### config.mk
export PLATFORM = sky130hd
export DESIGN_NAME = buck_pwm_ctrl
export DESIGN_NICKNAME = d
export VERILOG_FILES = /design/src/rtl/buck_pwm_ctrl.sv
export SDC_FILE = /design/constraint.sdc
export NUM_CORES = 1
export LEC_CHECK = 0
export CAP_MARGIN = 15
export CORE_MARGIN = 2
export CORE_UTILIZATION = 25
export DETAILED_ROUTE_END_ITERATION = 6
export GPL_ROUTABILITY_DRIVEN = 0
export PLACE_DENSITY = 0.44
export SLEW_MARGIN = 20
export SYNTH_ARGS = -nofsm -noshare
export SYNTH_HDL_FRONTEND = slang
export SYNTH_SLANG_ARGS = --single-unit
### constraint.sdc
create_clock -name clk -period 11.8 [get_ports clk]
set_input_delay 1.77 -clock clk [delete_from_list [all_inputs] [get_ports clk]]
set_output_delay 1.77 -clock clk [all_outputs]
set_load 0.005 [all_outputs]
### src/rtl/buck_pwm_ctrl.sv
// buck_pwm_ctrl: closed-loop PI PWM controller with soft-start and clamp.
// Optional low-side drive enabled by BUCK_PWM_CTRL_SYNC_RECT_EN.
module buck_pwm_ctrl #(
  parameter int CNT_WIDTH = 16,
  parameter int V_WIDTH   = 16,
  parameter int PERIOD    = 200,
  parameter int DUTY_MIN  = 0,
  parameter int DUTY_MAX  = 180,
  parameter int KP_SHIFT  = 2,
  parameter int KI_SHIFT  = 4,
  parameter int SS_STEP   = 20,
  parameter int DEAD      = 4
) (
  input  logic                        clk,
  input  logic                        rst_n,
  input  logic                        en,
  input  logic signed [V_WIDTH-1:0]   v_ref,
  input  logic signed [V_WIDTH-1:0]   v_meas,
  input  logic                        v_valid,
  output logic                        gate,
  output logic        [CNT_WIDTH-1:0] duty,
  output logic                        period_start,
  output logic                        sat
`ifdef BUCK_PWM_CTRL_SYNC_RECT_EN
  ,
  output logic                        gate_lo
`endif
);

  localparam int ACC_W =
    ((CNT_WIDTH > V_WIDTH) ? CNT_WIDTH : V_WIDTH) + 3;
  localparam int ZW = ACC_W - CNT_WIDTH;
  localparam int VW = ACC_W - V_WIDTH;

  localparam logic [1:0] IDLE = 2'd0;
  localparam logic [1:0] SOFT = 2'd1;
  localparam logic [1:0] RUN  = 2'd2;

  localparam logic [CNT_WIDTH-1:0] P_LAST =
    CNT_WIDTH'(PERIOD - 1);
  localparam logic [CNT_WIDTH-1:0] D_MIN =
    CNT_WIDTH'(DUTY_MIN);
  localparam logic [CNT_WIDTH-1:0] D_MAX =
    CNT_WIDTH'(DUTY_MAX);
  localparam logic [CNT_WIDTH-1:0] ONE =
    CNT_WIDTH'(1);
  localparam logic [CNT_WIDTH:0] SS_INC =
    (CNT_WIDTH+1)'(SS_STEP);
  localparam logic signed [ACC_W-1:0] LO =
    ACC_W'(DUTY_MIN);

  if (PERIOD < 2 || DUTY_MAX > PERIOD ||
      DUTY_MIN > DUTY_MAX || SS_STEP < 1 ||
      DEAD < 0) begin : g_bad_cfg
    $error("buck_pwm_ctrl: inconsistent parameters");
  end

  logic [1:0]                 state;
  logic [1:0]                 state_nx;
  logic [CNT_WIDTH-1:0]       cnt;
  logic [CNT_WIDTH-1:0]       cnt_nx;
  logic [CNT_WIDTH-1:0]       integ;
  logic [CNT_WIDTH-1:0]       integ_nx;
  logic [CNT_WIDTH-1:0]       ss_lim;
  logic [CNT_WIDTH-1:0]       ss_nx;
  logic [CNT_WIDTH-1:0]       duty_nx;
  logic [CNT_WIDTH-1:0]       ss_new;
  logic [CNT_WIDTH-1:0]       upper;
  logic [CNT_WIDTH-1:0]       i_clip;
  logic [CNT_WIDTH-1:0]       d_clip;
  logic [CNT_WIDTH:0]         ss_sum;
  logic signed [V_WIDTH-1:0]  v_samp;
  logic signed [ACC_W-1:0]    err;
  logic signed [ACC_W-1:0]    i_sum;
  logic signed [ACC_W-1:0]    d_sum;
  logic signed [ACC_W-1:0]    upper_s;
  logic                       upd;
  logic                       ss_done;
  logic                       sat_nx;
  logic                       gate_nx;

  function automatic logic [CNT_WIDTH-1:0] clip(
    input logic signed [ACC_W-1:0] x,
    input logic [CNT_WIDTH-1:0]    hi
  );
    logic signed [ACC_W-1:0] h;
    h = $signed({{ZW{1'b0}}, hi});
    if (x < LO)
      clip = D_MIN;
    else if (x > h)
      clip = hi;
    else
      clip = x[CNT_WIDTH-1:0];
  endfunction

  // Soft-start limit and PI law evaluated for the period-end update.
  always_comb begin
    upd     = (state != IDLE) && en && (cnt == P_LAST);
    ss_sum  = {1'b0, ss_lim} + SS_INC;
    ss_done = (ss_sum >= {1'b0, D_MAX});
    ss_new  = ss_done ? D_MAX : ss_sum[CNT_WIDTH-1:0];
    upper   = (state == SOFT) ? ss_new : D_MAX;
    upper_s = $signed({{ZW{1'b0}}, upper});
    err     = $signed({{VW{v_ref[V_WIDTH-1]}}, v_ref})
            - $signed({{VW{v_samp[V_WIDTH-1]}}, v_samp});
    i_sum   = $signed({{ZW{1'b0}}, integ})
            + (err >>> KI_SHIFT);
    i_clip  = clip(i_sum, upper);
    d_sum   = $signed({{ZW{1'b0}}, i_clip})
            + (err >>> KP_SHIFT);
    d_clip  = clip(d_sum, upper);
  end

  // Next-state, counter and per-period register updates.
  always_comb begin
    state_nx = state;
    cnt_nx   = cnt;
    integ_nx = integ;
    ss_nx    = ss_lim;
    duty_nx  = duty;
    sat_nx   = sat;
    if (!en) begin
      state_nx = IDLE;
      cnt_nx   = '0;
      integ_nx = D_MIN;
      ss_nx    = D_MIN;
      duty_nx  = D_MIN;
      sat_nx   = 1'b0;
    end else begin
      unique case (state)
        IDLE: begin
          state_nx = SOFT;
          cnt_nx   = '0;
          integ_nx = D_MIN;
          ss_nx    = D_MIN;
          duty_nx  = D_MIN;
          sat_nx   = 1'b0;
        end
        SOFT, RUN: begin
          cnt_nx = upd ? '0 : cnt + ONE;
          if (upd) begin
            integ_nx = i_clip;
            duty_nx  = d_clip;
            sat_nx   = (d_sum < LO) || (d_sum > upper_s);
            if (state == SOFT) begin
              ss_nx = ss_new;
              if (ss_done)
                state_nx = RUN;
            end
          end
        end
        default: state_nx = IDLE;
      endcase
    end
    gate_nx = (state_nx != IDLE) && (cnt_nx < duty_nx);
  end

  assign period_start = (state != IDLE) && (cnt == '0);

  // Core state registers; duty/integ/sat only move at the wrap.
  always_ff @(posedge clk or negedge rst_n) begin
    if (!rst_n) begin
      state  <= IDLE;
      cnt    <= '0;
      integ  <= D_MIN;
      ss_lim <= D_MIN;
      duty   <= '0;
      sat    <= 1'b0;
      gate   <= 1'b0;
    end else begin
      state  <= state_nx;
      cnt    <= cnt_nx;
      integ  <= integ_nx;
      ss_lim <= ss_nx;
      duty   <= duty_nx;
      sat    <= sat_nx;
      gate   <= gate_nx;
    end
  end

  // Latest qualified voltage sample, captured in every state.
  always_ff @(posedge clk or negedge rst_n) begin
    if (!rst_n)
      v_samp <= '0;
    else if (v_valid)
      v_samp <= v_meas;
  end

`ifdef BUCK_PWM_CTRL_SYNC_RECT_EN
  localparam logic [CNT_WIDTH:0] DEAD_W =
    (CNT_WIDTH+1)'(DEAD);
  localparam logic [CNT_WIDTH:0] LO_END =
    (CNT_WIDTH+1)'(PERIOD - DEAD);

  logic lo_nx;

  // Low-side window keeps DEAD cycles clear of both gate edges.
  always_comb begin
    lo_nx = (state_nx != IDLE)
         && ({1'b0, duty_nx} + DEAD_W <= {1'b0, cnt_nx})
         && ({1'b0, cnt_nx} < LO_END);
  end

  // Registered low-side drive.
  always_ff @(posedge clk or negedge rst_n) begin
    if (!rst_n)
      gate_lo <= 1'b0;
    else
      gate_lo <= lo_nx;
  end
`endif

endmodule

# After elaboration in Yosys (flattened, before gate mapping)
# Index checks and enable logic that the tools add are counted.
# word_totals
reg_bits,84
in_bits,36
wordCells,64
# op_classes
n_addsub,5
n_lt_le_gt_ge,6
n_eq_ne,6
n_mux,27
reduce_logical,12
# op_table
op,count
two-way mux 16 bit,15
case mux 16 bit (2 select lines),4
> comparator 18 x 17 -> 1 bit,2
less-than comparator 18 x 1 -> 1 bit (second input constant),2
adder 17 x 13 -> 18 bit,1
adder 17 x 15 -> 18 bit,1
adder 16 x 5 -> 17 bit (second input constant),1
greater-or-equal comparator 17 x 8 -> 1 bit (second input constant),1
subtractor 16 x 16 -> 17 bit,1
adder 16 x 1 -> 16 bit (second input constant),1
== test 16 x 8 -> 1 bit (second input constant),1
zero test 16 bit,1
less-than comparator 16 bit,1
two-way mux 2 bit,4
inequality test 3 bit (second input constant),2
logical AND 1 bit,4
case mux 2 bit (2 select lines),1
nonzero test 2 bit,2
inequality test 3 x 1 -> 1 bit (second input constant),1
AND reduction 3 bit,1
== test 2 x 1 -> 1 bit (second input constant),1
== test 2 bit (second input constant),1
zero test 2 bit,1
two-way mux 1 bit,2
other kinds (4),4

# Logic depth before layout (Yosys ltp)
# depth
ltp_word,16
depth_mapped,59

# Least setup slack after synthesis
# OpenSTA, ideal clock, no wires.
# synth_path
path_kind,input to register
startpoint,input port v_ref[1]
endpoint,register gate
t_arrival_ps,11804
setup_slack_ps,-87
path_stages,57
path_cell_list,ha_1 > a2111oi_0 > nor2_1 > a21oi_1 > nor2b_1 > nor2_1 > nor2b_1 > nor2_1 > xnor2_1 > ha_1 > a21o_1 > a21oi_1 > o21ai_0 > a21o_1 > o21ai_0 > o21bai_1 > a21oi_1 > xor2_1 > [... 21 more ...] > ha_1 > o21ai_0 > a21oi_1 > a211o_1 > and2_2 > a211oi_4 > nand2_1 > a21bo_2 > ha_1 > a21o_1 > a21o_1 > a21oi_1 > o21ai_0 > nand3_1 > o211a_1 > o41ai_1 > or3_1 > o21ai_0
# synth_between
elab_chain_len,14
word_cells_on_any_way,16
classes_between,add/sub: 3; order compare: 5; mux: 7; reduce/logical: 1
# synth_lines
item,line_no,rtl
from (decl),17,"input logic signed [V_WIDTH-1:0] v_ref,"
subtractor 16 x 16 -> 17 bit (*),105,"- $signed({{VW{v_samp[V_WIDTH-1]}}, v_samp});"
adder 17 x 13 -> 18 bit,107,+ (err >>> KI_SHIFT);
> comparator 18 x 17 -> 1 bit,90,else if (x > h)
two-way mux 16 bit,90,
two-way mux 16 bit,88,if (x < LO)
adder 17 x 15 -> 18 bit (*),110,+ (err >>> KP_SHIFT);
> comparator 18 x 17 -> 1 bit,90,
two-way mux 16 bit,90,
two-way mux 16 bit (*),88,
two-way mux 16 bit (*),141,if (upd) begin
case mux 16 bit (2 select lines) (*),130,unique case (state)
two-way mux 16 bit (*),122,if (!en) begin
less-than comparator 16 bit (*),155,gate_nx = (state_nx != IDLE) && (cnt_nx < duty_nx);
logical AND 1 bit (*),155,
net gate_nx,80,logic gate_nx;
to (signal assigned),177,gate <= gate_nx;
to (decl),20,"output logic gate,"
# Mark *: on every way through the listed nets, which the timed path passes. The rest lies on a longest branch.
# A chain may end at the register's enable or synchronous reset.

# Final worst setup path
# Same ends and word-level chain as after synthesis.

==> results.tsv <==
metric	value	unit
status	completed	
top_usage_layer	met2	
reg2reg_to	gate	
hold_slack	502	ps
start_kind	input port	
grt_pass1_wl	37.8	mm
clk_latency	360	ps
routedWlPerCell	14.7	µm
crit_end	gate	
reg2reg_setup_slack	1080	ps
rsz0062_at_grt	yes	
min_path_type	reg -> reg	
placed_cells	1552	
fin_cells	1598	
met3_usage	2.30	%
drv_cap	0	
port-buffer-count	54	
clockRootBuffer	clkbuf_16	
drt_iter0_markers	376	
antenna_found_initial	0	
max_freq	84.9	MHz
cts.sinks	84	
critPathTopFamily	compound AO/OA/AOI/OAI gates	
drt-pass1-iter-count	5	
min_path_cells	2	
clock_skew	12.8	ps
crit_cells	60	
wl	23.4	mm
drive_gt1_share	28.4	%
io_pins	55	
grt_use_met1	20.4	%
grt_use_total	14.9	%
startpoint	v_ref[1]	
vias	7391	
grt_max_degree	57	
die_area	32200	µm²
max_stage_delay	430	ps
cp_data_arrival_time	12070	ps
coreArea	30400	µm²
rows	64	
tightest_slew	1030	ps
cp-end-kind	register	
syn_to_final_growth	45.4	%
synthesis.area	7690	µm²
relSlewSlack	31.3	%
numCtsBuffers	9	
setup_viol_count_final	0	
synth_cells	929	
min_from	integ[9]	
initial_utilization	25.3	%
die_x	179	µm
hpwlAfterDp	18.0	mm
r2r_cells	60	
layout.nets	1343	
worstReg2RegStart	v_samp[1]	
avgSynthCellArea	8.28	µm²
critPathSlowestCell	o41ai_4	
synthDistinctLibCells	73	
power_density	153	nW/µm²
vdd_drop_max	99.6	µV
clk_pin_slew	70	ps
yosysWarningCount	0	
gr-usage-met2	24.8	%
slew_violations	0	
cts_max_level	3	
synthArstFlopShare	100	%
tritoncts	yes	
ant_nets	0	
clk_path_buf_depth	2	
path_class	in -> reg	
die_h	179	µm
cp.required	12090	ps
report.final.hold_viol_count	0	
utilization	36.8	%
grt-ovfl-total	0	
cp_max_fo	4	
fin_total_pwr	0.00171	W
grt_pass1_vias	7367	
ys_seq_elements	84	
viasPerCell	4.63	
num_antenna_cells	0	
ys_seq_area_share	27.3	%
period_minus_slack	11780	ps
cp_num_buf_inv	9	
drcViolationCount	0	
synthFlopType	dfrtp_1	
post-route-period-util	99.9	%
synth_edf_count	0	
leakage	5.32	nW
[area by class of cell]
class	count	area [µm²]
fill	3183	19200
multi-input combinational	771	5860
timing repair buffer	266	2180
sequential	84	2100
tap	396	495
inverter	66	250
clock buffer	11	243
clock inverter	4	50.0
[synthesized netlist by cell type, drive strengths merged (11+ instances only)]
cell type	n	area (µm²)
a21o	32	243
nand2	104	398
nand3	25	125
xnor2	34	298
ha	107	1340
o21ai	69	345
nor2b	18	113
nor2	84	315
xor2	18	158
o21a	13	97.6
inv	66	250
and2	13	82.6
a21oi	58	302
mux2i	16	160
clkbuf	21	78.8
nor3	22	121
dfrtp	84	2100
nand4	11	68.8
[tightest hold or removal path, stage by stage, from the launching register on]
cell,delay (ps)
dfrtp_1,350
nand2_1,50
o21ai_0,60
[per-layer routing]
| layer | routed length (µm) | share of wire (%) |
|---|---|---|
| met1 | 11500 | 49 |
| met2 | 11000 | 47 |
| met3 | 662 | 2.8 |
| met4 | 268 | 1.1 |
| met5 | 0 | 0 |
[metrics by stage]
| stage | area, µm² | worst slack [ps] | TNS [ps] |
|---|---|---|---|
| after floorplan | 7750 | 29.1 | 0 |
| after global placement | 10100 | -1230 | -1230 |
| after detailed placement | 10100 | -1280 | -1280 |
| after CTS | 10600 | -376 | -376 |
| after global routing | 11200 | -552 | -552 |
| final | 11200 | 15.6 | 0 |
[state kept, by name, indices dropped and copies added (netlist names)]
name,count
cnt,16
duty,16
sat,1
integ,16
v_samp,16
gate,1
ss_lim,16
state,2
[kinds of logic (layout without fill, tap and decap cells)]
kind of cell	after synthesis	count (layout)	share of synthesized area [%]
AOI/OAI and AO/OA	252	252	21.9
and+or+nand+nor	322	322	19.8
buffers and inverters	89	347	4.38
muxes	20	20	2.67
other	1	16	0.0488
adders and majority gates	109	109	17.9
DFF	84	84	27.3
xor gates and xnor gates	52	52	5.92
[cells in the final DEF (no fill, tap or decap), types with 16 or more instances in the layout]
| master | n |
|---|---|
| a21o_1 | 30 |
| a21oi_1 | 47 |
| buf_4 | 208 |
| clkdlybuf4s50_1 | 45 |
| conb_1 | 16 |
| dfrtp_1 | 84 |
| ha_1 | 91 |
| inv_1 | 65 |
| nand2_1 | 98 |
| nand3_1 | 23 |
| nor2_1 | 73 |
| nor2b_1 | 16 |
| nor3_1 | 19 |
| o21ai_0 | 54 |
| xnor2_1 | 31 |
| xor2_1 | 17 |
[power breakdown]
group          total [W]  internal, W  leakage, nW  switching (W)
combinational    0.00111     0.000598         4.05       0.000516
clock           0.000296     0.000169        0.138       0.000127
sequential      0.000302     0.000295         1.14     0.00000740
[worst min-delay path by stage]
stage	end
2_1_floorplan	integ[0]
3_3_place_gp	integ[3]
3_5_place_dp	integ[3]
4_1_cts	integ[3]
5_1_grt	integ[14]
6_report	integ[9]
[what timing repair did]
| action | CTS | global route |
|---|---|---|
| setup endpoints to repair | 1 | 1 |
| hold buffers | 0 | 0 |
| gates cloned | 0 | 0 |
| pin swaps | 37 | 83 |
| hold endpoints to repair | 0 | 0 |
| resized for setup | 44 | 90 |
| buffers inserted | 11 | 21 |
Note: power is estimated with default switching activity, not from simulation.
